<file path="src/rtl/sdram_cmd_arbiter.sv">
// Two-port command arbiter in front of a single-command SDRAM controller.
// Latency: request seen in IDLE at cycle n drives cmd_enable from n+1; read data returns registered one cycle after data_out_ready.
// Backpressure: the command is held on the controller port until cmd_ready; only one command is outstanding at a time.
//
// Ports:
//   clk, rst                      - single clock, synchronous active-high reset
//   reqN_valid/wr/addr/data       - requester N command (0 = sample writer, 1 = readback/dump)
//   reqN_ready                    - one-cycle pulse when the controller accepts requester N's command
//   rspN_valid, rsp_data          - one-cycle read-return pulse for port N; rsp_data shared by both ports
//   cmd_ready, cmd_enable, cmd_wr, cmd_address, cmd_data_in - controller command port
//   data_out, data_out_ready      - controller read return
//   busy                          - FSM not in IDLE
//   rd_timeout_err                - sticky flag: a read returned no data within RD_TIMEOUT cycles
//
// Build option: define SDRAM_ARB_WR_PRIO_EN to give port 0 fixed priority on
// simultaneous requests; otherwise the two ports are served round-robin.
module sdram_cmd_arbiter #(
  parameter int ADDR_W     = 23,
  parameter int DATA_W     = 32,
  parameter int RD_TIMEOUT = 255
) (
  input  logic              clk,
  input  logic              rst,
  input  logic              req0_valid,
  input  logic              req0_wr,
  input  logic [ADDR_W-1:0] req0_addr,
  input  logic [DATA_W-1:0] req0_data,
  output logic              req0_ready,
  input  logic              req1_valid,
  input  logic              req1_wr,
  input  logic [ADDR_W-1:0] req1_addr,
  input  logic [DATA_W-1:0] req1_data,
  output logic              req1_ready,
  output logic              rsp0_valid,
  output logic              rsp1_valid,
  output logic [DATA_W-1:0] rsp_data,
  input  logic              cmd_ready,
  output logic              cmd_enable,
  output logic              cmd_wr,
  output logic [ADDR_W-1:0] cmd_address,
  output logic [DATA_W-1:0] cmd_data_in,
  input  logic [DATA_W-1:0] data_out,
  input  logic              data_out_ready,
  output logic              busy,
  output logic              rd_timeout_err
);

  localparam int CNT_W = $clog2(RD_TIMEOUT + 1);

  typedef enum logic [1:0] {IDLE, ISSUE, WAIT_RD} state_t;

  state_t              state_q, state_d;
  logic                owner_q, owner_d;   // port that owns the outstanding command
  logic                last_q, last_d;     // port granted most recently
  logic [CNT_W-1:0]    cnt_q, cnt_d;
  logic                cmd_wr_d;
  logic [ADDR_W-1:0]   cmd_address_d;
  logic [DATA_W-1:0]   cmd_data_in_d;
  logic [DATA_W-1:0]   rsp_data_d;
  logic                rsp0_valid_d, rsp1_valid_d;
  logic                rd_timeout_err_d;
  logic                grant;              // winning port when anyone is requesting

`ifdef SDRAM_ARB_WR_PRIO_EN
  assign grant = req0_valid ? 1'b0 : 1'b1;
`else
  // On a tie, serve the port that did not win last time.
  assign grant = (req0_valid && req1_valid) ? ~last_q : req1_valid;
`endif

  assign cmd_enable = (state_q == ISSUE);
  assign busy       = (state_q != IDLE);
  assign req0_ready = cmd_enable && cmd_ready && !owner_q;
  assign req1_ready = cmd_enable && cmd_ready &&  owner_q;

  always_comb begin
    state_d          = state_q;
    owner_d          = owner_q;
    last_d           = last_q;
    cnt_d            = cnt_q;
    cmd_wr_d         = cmd_wr;
    cmd_address_d    = cmd_address;
    cmd_data_in_d    = cmd_data_in;
    rsp_data_d       = rsp_data;
    rsp0_valid_d     = 1'b0;
    rsp1_valid_d     = 1'b0;
    rd_timeout_err_d = rd_timeout_err;
    case (state_q)
      IDLE: begin
        if (req0_valid || req1_valid) begin
          owner_d       = grant;
          last_d        = grant;
          cmd_wr_d      = grant ? req1_wr   : req0_wr;
          cmd_address_d = grant ? req1_addr : req0_addr;
          cmd_data_in_d = grant ? req1_data : req0_data;
          state_d       = ISSUE;
        end
      end
      ISSUE: begin
        if (cmd_ready) begin
          cnt_d   = '0;
          state_d = cmd_wr ? IDLE : WAIT_RD;
        end
      end
      WAIT_RD: begin
        // Data arriving on the terminal-count cycle takes precedence over the timeout.
        if (data_out_ready) begin
          rsp_data_d   = data_out;
          rsp0_valid_d = !owner_q;
          rsp1_valid_d =  owner_q;
          state_d      = IDLE;
        end else if (cnt_q == CNT_W'(RD_TIMEOUT - 1)) begin
          rsp_data_d       = '0;
          rsp0_valid_d     = !owner_q;
          rsp1_valid_d     =  owner_q;
          rd_timeout_err_d = 1'b1;
          state_d          = IDLE;
        end else begin
          cnt_d = cnt_q + CNT_W'(1);
        end
      end
      default: state_d = IDLE;
    endcase
  end

  always_ff @(posedge clk) begin
    if (rst) begin
      state_q        <= IDLE;
      owner_q        <= 1'b0;
      last_q         <= 1'b1;   // port 0 preferred on the first tie
      cnt_q          <= '0;
      cmd_wr         <= 1'b0;
      cmd_address    <= '0;
      cmd_data_in    <= '0;
      rsp_data       <= '0;
      rsp0_valid     <= 1'b0;
      rsp1_valid     <= 1'b0;
      rd_timeout_err <= 1'b0;
    end else begin
      state_q        <= state_d;
      owner_q        <= owner_d;
      last_q         <= last_d;
      cnt_q          <= cnt_d;
      cmd_wr         <= cmd_wr_d;
      cmd_address    <= cmd_address_d;
      cmd_data_in    <= cmd_data_in_d;
      rsp_data       <= rsp_data_d;
      rsp0_valid     <= rsp0_valid_d;
      rsp1_valid     <= rsp1_valid_d;
      rd_timeout_err <= rd_timeout_err_d;
    end
  end

endmodule

</file>
<file path="config.mk">
export PLATFORM = sky130hd
export DESIGN_NAME = sdram_cmd_arbiter
export DESIGN_NICKNAME = d
export VERILOG_FILES = /design/src/rtl/sdram_cmd_arbiter.sv
export SDC_FILE = /design/constraint.sdc
export NUM_CORES = 1
export LEC_CHECK = 0
export CAP_MARGIN = 20
export CELL_PAD_IN_SITES_DETAIL_PLACEMENT = 0
export CELL_PAD_IN_SITES_GLOBAL_PLACEMENT = 2
export CORE_UTILIZATION = 21
export DETAILED_ROUTE_END_ITERATION = 6
export GPL_TIMING_DRIVEN = 0
export PLACE_DENSITY_LB_ADDON = 0.12
export SETUP_SLACK_MARGIN = 0.5
export SLEW_MARGIN = 0
export SYNTH_ARGS = -nofsm -noshare
export SYNTH_HDL_FRONTEND = slang
export SYNTH_SLANG_ARGS = --single-unit
</file>
<file path="constraint.sdc">
create_clock -name clk -period 2.1 [get_ports clk]
set_clock_uncertainty 0.2 [all_clocks]
set_input_delay 0.42 -clock clk [delete_from_list [all_inputs] [get_ports clk]]
set_output_delay 0.42 -clock clk [all_outputs]
set_load 0.005 [all_outputs]
</file>
== Word level (Yosys, flattened, before mapping) ==
Index checks and enable logic that the tools add are counted.

* Flip-flop bits (word level): 103
* Bits of input ports: 150
* Output and inout port bits: 95
* Word-level logic and storage cells: 59

* Add/subtract/negate cells: 1
* Eq/ne operators: 8
* Mux-type cells: 20
* Bitwise operators: 3
* Reduce and logical (&&, ||, !) cells: 16

{| class="wikitable"
|+ Operator list
! cell !! count
|-
| $mux W32 || 3
|-
| $mux W8 || 3
|-
| $mux W23 || 1
|-
| $pmux W8 S2 || 1
|-
| $mux W2 || 5
|-
| $add A8 B1 Y8 const B || 1
|-
| $eq A8 B8 Y1 const B || 1
|-
| $ne A2 B2 Y1 const B || 4
|-
| $mux W1 || 6
|-
| $pmux W2 S3 || 1
|-
| $reduce_and A3 Y1 || 2
|-
| $reduce_bool A2 Y1 || 3
|-
| $logic_and A1 B1 Y1 || 4
|-
| $reduce_and A2 Y1 || 2
|-
| $reduce_and A4 Y1 || 1
|-
| $ne A3 B3 Y1 const B || 1
|-
| $not A1 Y1 || 3
|-
| $eq A2 B1 Y1 const B || 1
|-
| $eq A2 B2 Y1 const B || 1
|-
| $logic_not A2 Y1 || 1
|-
| $reduce_or A2 Y1 || 1
|-
| $logic_not A1 Y1 || 1
|-
| $logic_or A1 B1 Y1 || 1
|}

== Logic depth before layout (Yosys ltp) ==
Gate-level depths: netlist (run 1).

* Depth in word-level cells: 4
* Mapped depth: 7
* Depth with buffers taken out: 6

== Least setup slack after synthesis (run 1) ==
No wires, ideal clock.

* Path type: flip-flop to flip-flop
* Start point: register cnt_q[0]
* End point: register rsp_data[10]
* Library setup time: 0.117 ns
* Arrival: 1.358 ns
* Required time: 1.783 ns
* Slack: 0.425 ns
* Stages on the path, launching flop included: 8
* Path buffers: 1
* Clock period less this slack: 1.675 ns
* Cell sequence: dfxtp_1 inv_1 ha_1 nand3_2 o21bai_2 a21oi_1 buf_2 a22o_1

* Longest elaborated chain between the ends: 3

{| class="wikitable"
|+ RTL lines
! item !! line !! RTL
|-
| start: declaration || 55 || <nowiki>logic [CNT_W-1:0] cnt_q, cnt_d;</nowiki>
|-
| start signal: assignment || 143 || <nowiki>cnt_q <= cnt_d;</nowiki>
|-
| $eq A8 B8 Y1 || 112 || <nowiki>end else if (cnt_q == CNT_W'(RD_TIMEOUT - 1)) begin</nowiki>
|-
| $reduce_bool A2 Y1 (no line) || n/a ||
|-
| $reduce_and A2 Y1 (no line) || n/a ||
|-
| end signal: assignment || 147 || <nowiki>rsp_data <= rsp_data_d;</nowiki>
|-
| end: declaration || 36 || <nowiki>output logic [DATA_W-1:0] rsp_data,</nowiki>
|}

No other way between the ends.
A chain may end at the register's enable or synchronous reset.

== Worst setup path after layout (run 1) ==
* Start point: register state_q[1]
* End point: output port req1_ready

* Longest elaborated chain between the ends: 3

{| class="wikitable"
|+ RTL lines
! item !! line !! RTL
|-
| start: declaration || 52 || <nowiki>state_t state_q, state_d;</nowiki>
|-
| start signal: assignment || 140 || <nowiki>state_q <= state_d;</nowiki>
|-
| $eq A2 B1 Y1 || 71 || <nowiki>assign cmd_enable = (state_q == ISSUE);</nowiki>
|-
| $logic_and A1 B1 Y1 (2 in series) || 74 || <nowiki>assign req1_ready = cmd_enable && cmd_ready && owner_q;</nowiki>
|-
| end: declaration || 33 || <nowiki>output logic req1_ready,</nowiki>
|}

No other way between the ends.

==> results of run 1 <==
[report_power, final]
group          internal, mW  switching (mW)
Combinational         0.941           0.611
Sequential             2.10          0.0810
Clock                 0.820           0.826
Total                  3.86            1.52
[metal layers]
metal	vias to the layer above	wire, um	track usage (%)
met5	-	0	0
met4	0	156	4.64
met3	9	1270	5.69
met2	144	7800	25.6
met1	1933	6250	16.8
li1	2080	-	-
[worst max path at each step]
| stage | start | endpoint | slack (ns) | depth (start not counted) |
|---|---|---|---|---|
| after floorplan | data_out_ready | cnt_q[4] | 0.47 | 4 |
| after global placement | req1_valid | cmd_data_in[19] | -0.31 | 6 |
| after detailed placement | req1_valid | cmd_data_in[21] | -0.34 | 6 |
| after CTS | state_q[1] | req1_ready | 0.19 | 3 |
| after global routing | state_q[1] | req1_ready | 0.16 | 3 |
| final | state_q[1] | req1_ready | 0.21 | 3 |
[cell families after synthesis]
group                      count (synthesis)  share of synthesized area, %
AOI/OAI and AO/OA                        108                          20.3
muxes                                     56                          13.5
buffers and inverters                     34                          4.20
xor gates and xnor gates                   5                          1.06
and+or+nand+nor                           93                          10.5
DFF                                      103                          49.8
adders and majority gates                  2                         0.605
[cell usage after synthesis, types with 2 or more instances]
| cell type | number |
|---|---|
| o211ai_1 | 2 |
| a21oi_1 | 6 |
| and3_1 | 3 |
| nand2_1 | 3 |
| ha_1 | 2 |
| a31oi_1 | 2 |
| buf_4 | 7 |
| inv_1 | 2 |
| nor2b_1 | 2 |
| a22o_1 | 32 |
| dfxtp_1 | 103 |
| mux2i_1 | 56 |
| buf_2 | 16 |
| nand2b_1 | 2 |
| nand3_1 | 4 |
| a211oi_1 | 56 |
| and2_1 | 2 |
| o21a_1 | 2 |
| o21ai_0 | 2 |
| clkbuf_1 | 8 |
| o2111ai_1 | 2 |
| xor2_1 | 4 |
| or3b_1 | 2 |
| nor2_1 | 67 |
[registers in the layout (all words and copies together) (netlist names)]
name	cells
cmd_data_in	32
rsp_data	32
cmd_address	23
cnt_q	8
state_q	2
cmd_wr	1
last_q	1
owner_q	1
rd_timeout_err	1
rsp0_valid	1
rsp1_valid	1
[cells in the final DEF, fill, tap and decap left out, drive strengths merged, types with 2 or more instances in the layout]
master / n
a211oi: 56
or3b: 2
buf: 71
and2: 2
and3: 3
a21oi: 6
clkdlybuf4s15: 35
nor2: 68
nand2: 3
clkinvlp: 3
nand2b: 2
nand3: 5
o21a: 2
dfxtp: 103
ha: 2
o21ai: 3
nor2b: 2
clkbuf: 29
inv: 5
clkdlybuf4s50: 144
o2111ai: 2
dlygate4sd2: 51
o211ai: 2
xor2: 4
mux2i: 56
a22o: 32
a31oi: 2
[stage by stage]
step | setup slack [ns] | setup TNS [ns] | std cells
final | 0.205 | 0 | 968
after global routing | 0.163 | 0 | 967
after CTS | 0.188 | 0 | 950
after detailed placement | -0.340 | -18.53 | 905
after global placement | -0.308 | -14.46 | 905
after floorplan | 0.472 | 0 | 401
[layout make-up]
type | instances | share of cell area, %
Clock inverter | 7 | 0.676
Buffer | 32 | 4.52
Tap cell | 260 | 3.91
Multi-Input combinational cell | 264 | 27.5
Inverter | 2 | 0.0901
Sequential cell | 103 | 25.3
Timing Repair Buffer | 290 | 35.3
Antenna cell | 1 | 0.0300
Clock buffer | 9 | 2.70
[repair_timing]
action                     in CTS  in global routing
pin swaps                      27                 63
resized for setup             227                139
cloned                          7                  7
setup endpoints to repair     196                147
setup buffers                  22                 10
==> impl_metrics.py, run 1 <==
metrics = {
    "worst_setup_path": {
        "rr_worst_depth": 7,
        "slowest_delay_ns": 0.37,
        "crit_type": "reg -> out",
        "critical-path-slowest-cell": "dfxtp_4",
        "reg2reg_from": "state_q[0]",
        "cp_data_required_time_ns": 1.48,
        "startpoint_type": "flip-flop",
        "reg2reg_slack_ns": 0.29,
        "worstReg2RegEnd": "cnt_q[1]",
        "crit_family": "simple AND/OR/NAND/NOR gates",
        "worst-path-max-fanout": 4,
        "path_cells": "and2b_2, and3_4, buf_6",
        "worstPathArrival_ns": 1.27,
        "path_buf_inv": 1,
        "critPathCaptureType": "output port",
    },
    "detailed_routing": {
        "routedWlPerCell_um": 16.0,
        "drtPass1Iterations": 4,
        "drtAntennaViolNets": 0,
        "drc_errors": 0,
        "viasPerCell": 4.30,
        "vias": 4166,
        "drtIter0Drc": 71,
        "routed_wl_mm": 15.5,
    },
    "global_route": {
        "grt_pass1_vias": 4131,
        "grt_overflow": 0,
        "grt_first_pass_wirelength_mm": 22.8,
        "track_usage_pct": 14.8,
        "grt_max_degree": 19,
        "antenna_found_initial": 1,
    },
    "floorplan": {
        "fp.dieW_um": 142,
        "ios": 245,
        "die_area_um2": 20300,
        "start_util_pct": 21.8,
        "die_h_um": 142,
        "rows": 50,
        "core_area_um2": 19000,
    },
    "sta": {
        "timing_worst_slew_pin_value_ns": 0.380,
        "relSlewSlack_pct": 74.6,
        "fmax_mhz": 528,
        "slew_violations": 0,
        "hold_ws_ns": 0.272,
        "period_share_pct": 90.2,
        "rsz0062_at_grt": "yes",
        "setup_violations": 0,
        "fin_crit_ns": 1.89,
        "final_hold_viol_count": 0,
    },
    "hold_path": {
        "min_delay_path_depth": 1,
        "hp-class": "reg -> reg",
        "hold_path_end": "rsp_data[2]",
        "hp-start": "rsp_data[2]",
    },
    "power_and_ir_drop": {
        "p_leak_nw": 3.44,
        "p_total_mw": 5.38,
        "power_density_nw_per_um2": 646,
        "irDropWorstVdd_mv": 0.312,
    },
    "placement": {
        "dp_hpwl_mm": 10.8,
        "gp_congestion": 0.686,
        "io_buffers": 244,
        "dpl_cell_area_um2": 6940,
    },
    "synth": {
        "ys_top_cells_by_area": "dfxtp_1, mux2i_1, a211oi_1",
        "syn_inst": 401,
        "ys_ff_latch": 103,
        "synth_warnings": 0,
        "synth.top_cell.area_share_pct": 49.8,
        "synth_enable_flop_cells": 0,
        "synth_flop_cell": "dfxtp_1",
        "synth_area_um2": 4140,
        "ys_seq_area_share_pct": 49.8,
        "synth_nets": 553,
        "ys_types": 38,
        "synth_area_per_cell_um2": 10.3,
        "yosys.area.top_type": "dfxtp_1",
        "async_flop_share_pct": 0,
    },
    "clock_tree": {
        "cts.sinks": 103,
        "clock_latency_ns": 0.36,
        "htree_levels": 3,
        "path_clk_slew_ns": 0.07,
        "hold_buffers": 0,
        "cts_buffer_depth": 2,
        "cts_root_buffer": "clkbuf_16",
        "cts_made_buffers": 9,
        "cts_tree": "yes",
    },
    "layout": {
        "drive_gt1_share_pct": 29.1,
        "regArea_um2": 2110,
        "final_core_util_pct": 43.8,
        "multi_input_area_um2": 2290,
        "syn_to_final_growth_pct": 101,
        "finalNetCount": 854,
        "fillers": 1878,
        "postLayoutCellArea_um2": 8330,
    },
    "run_status": {
        "outcome": "finished clean",
    },
    "run": {
        "drv_cap": 0,
    },
}
No activity file was read; power rests on OpenSTA's default activity.
==> run 2, diff against run 1 <==
ABC_CLOCK_PERIOD_IN_PS = 2100   (was default)
CORE_ASPECT_RATIO = 0.5   (was default)
==> run 2 against run 1 <==
- sequential power hardly changed
- worst hold slack worse by 0.0067 ns
- cell area rose by 0.26%
- critical path depth is 5 higher
- die area is 0.16% higher
- sequential share of layout area fell by 0.20 points
- first-iteration DRC count grew 52%
- setup slack better by 0.010 ns
- total power increased by 0.91%
- count of clock-buffer cells in the layout up 1
- register-to-register slack worse by 0.07 ns
- clock power grew 5%
- critical endpoint is now rsp_data[14]
- largest cell class unchanged
==> impl_metrics.py, run 2 (synthesized netlist as in run 1, its figures left out) <==
metrics = {
    "detailed_routing": {
        "routedWlPerCell_um": 16.0,
        "routed_wl_mm": 15.6,
        "vias": 4160,
        "viasPerCell": 4.26,
        "drtPass1Iterations": 4,
        "drtIter0Drc": 108,
        "drc_errors": 0,
        "drtAntennaViolNets": 0,
    },
    "floorplan": {
        "die_area_um2": 20300,
        "ios": 245,
        "fp.dieW_um": 201,
        "core_area_um2": 18800,
        "rows": 35,
        "die_h_um": 101,
        "start_util_pct": 22.0,
    },
    "layout": {
        "antenna_cells": 0,
        "finalNetCount": 864,
        "final_common_cell": "clkdlybuf4s50_1",
        "fillers": 1828,
        "reg.largest.list": "cmd_data_in: 32 flops, rsp_data: 32 flops, cmd_address: 23 flops",
        "regArea_um2": 2100,
        "drive_gt1_share_pct": 28.0,
        "layout_common_cells": "clkdlybuf4s50_1, dfxtp_1, nor2_1",
        "final_core_util_pct": 44.4,
        "syn_to_final_growth_pct": 102,
        "layout.cells.non_filler": 976,
        "multi_input_area_um2": 2210,
    },
    "global_route": {
        "grt_max_degree": 18,
        "grt_busiest_layer": "met2",
        "grt_pass1_vias": 4164,
        "use_met1_pct": 18.8,
        "grt_first_pass_wirelength_mm": 23.6,
        "use_met2_pct": 26.3,
        "grt_util_met3_pct": 5.18,
        "track_usage_pct": 15.3,
        "antenna_found_initial": 0,
        "grt_overflow": 0,
    },
    "clock_tree": {
        "htree_levels": 3,
        "path_clk_slew_ns": 0.08,
        "cts_made_buffers": 9,
        "cts_root_buffer": "clkbuf_16",
        "clock_latency_ns": 0.35,
        "cts_tree": "yes",
        "cts.sinks": 103,
        "cts_buffer_depth": 2,
    },
    "placement": {
        "io_buffers": 244,
        "gp_congestion": 0.733,
        "dp_hpwl_mm": 11.0,
        "dpl.cell_count": 904,
    },
    "sta": {
        "fin_crit_ns": 1.88,
        "setup_violations": 0,
        "slew_violations": 0,
        "hold_ws_ns": 0.266,
        "relSlewSlack_pct": 81.5,
        "timing_worst_slew_pin_value_ns": 0.269,
        "period_share_pct": 89.7,
        "fmax_mhz": 531,
        "final_hold_viol_count": 0,
        "rsz0062_at_grt": "yes",
    },
    "power_and_ir_drop": {
        "power_density_nw_per_um2": 650,
        "p_leak_nw": 3.48,
        "irDropWorstVdd_mv": 0.305,
        "p_total_mw": 5.43,
        "switchingPower_mw": 1.46,
        "power.share.switching_pct": 27.0,
        "comb_power_share_pct": 27.9,
        "pwr-share-clk_pct": 31.9,
        "internal-power_mw": 3.97,
        "power_frac_seq_pct": 40.3,
    },
    "worst_setup_path": {
        "worst-path-max-fanout": 6,
        "path_buf_inv": 4,
        "crit_family": "buffers and inverters",
        "worstPathArrival_ns": 1.93,
        "critPathCaptureType": "flip-flop",
        "critical-path-slowest-cell": "dfxtp_2",
        "crit_type": "reg -> reg",
        "startpoint_type": "flip-flop",
        "path_cells": "buf_4, buf_4, nor2b_4, nor2b_4, and2_4, buf_12, bufbuf_16, a22o_1",
        "cp_data_required_time_ns": 2.14,
        "slowest_delay_ns": 0.32,
    },
    "hold_path": {
        "hp-class": "reg -> reg",
    },
    "run_status": {
        "outcome": "finished clean",
    },
    "run": {
        "drv_cap": 0,
    },
}
==> run 2: area by class of cell <==
cell class / count / area share, %
tap: 259 / 3.88
multi-input combinational: 264 / 26.4
timing repair buffer: 300 / 36.5
sequential: 103 / 25.1
buffer: 32 / 4.48
inverter: 2 / 0.0899
clock inverter: 6 / 0.839
clock buffer: 10 / 2.74
==> run 2: through the flow <==
| step | setup TNS (ns) | setup WS, ns | area [um2] |
|---|---|---|---|
| floorplan | 0 | 0.472 | 4170 |
| global placement | -17.14 | -0.368 | 6940 |
| detailed placement | -18.25 | -0.384 | 6940 |
| CTS | 0 | 0.208 | 8120 |
| global route | 0 | 0.167 | 8350 |
| finish | 0 | 0.216 | 8350 |
==> run 2: power groups by stage <==
stage	logic (mW)	registers [mW]	clock network, mW
2_1_floorplan	0.420	2.23	0
3_3_place_gp	1.16	2.23	0
3_5_place_dp	1.16	2.23	0
4_1_cts	1.45	2.18	1.79
5_1_grt	1.63	2.21	1.87
6_report	1.51	2.19	1.73
==> run 2: path summary, 6_finish.rpt <==
| path | depth (start not counted) | start | slack (ns) | endpoint |
|---|---|---|---|---|
| setup / recovery | 8 | state_q[1] | 0.22 | rsp_data[14] |
| hold / removal | 2 | rd_timeout_err | 0.27 | rd_timeout_err |
| setup reg to reg | 8 | state_q[1] | 0.22 | rsp_data[14] |
| hold reg to reg | 2 | rd_timeout_err | 0.27 | rd_timeout_err |
==> run 2: layer usage <==
metal,vias to the layer above,share of wire (%)
li1,2106,-
met1,1930,45
met3,10,5.7
met5,-,0
met2,114,48
met4,0,0.92
==> run 2: repair_timing <==
item	CTS	global route
setup endpoints to repair	195	143
resized for setup	248	96
buffers inserted	36	9
cloned	11	0
pin swaps	43	31
hold buffers	0	0
==> run 2: worst min-delay path, stage by stage, from the launching register on <==
cell and delay (ns):
dfxtp_2 0.33, a21oi_1 0.04, nor2_1 0.06
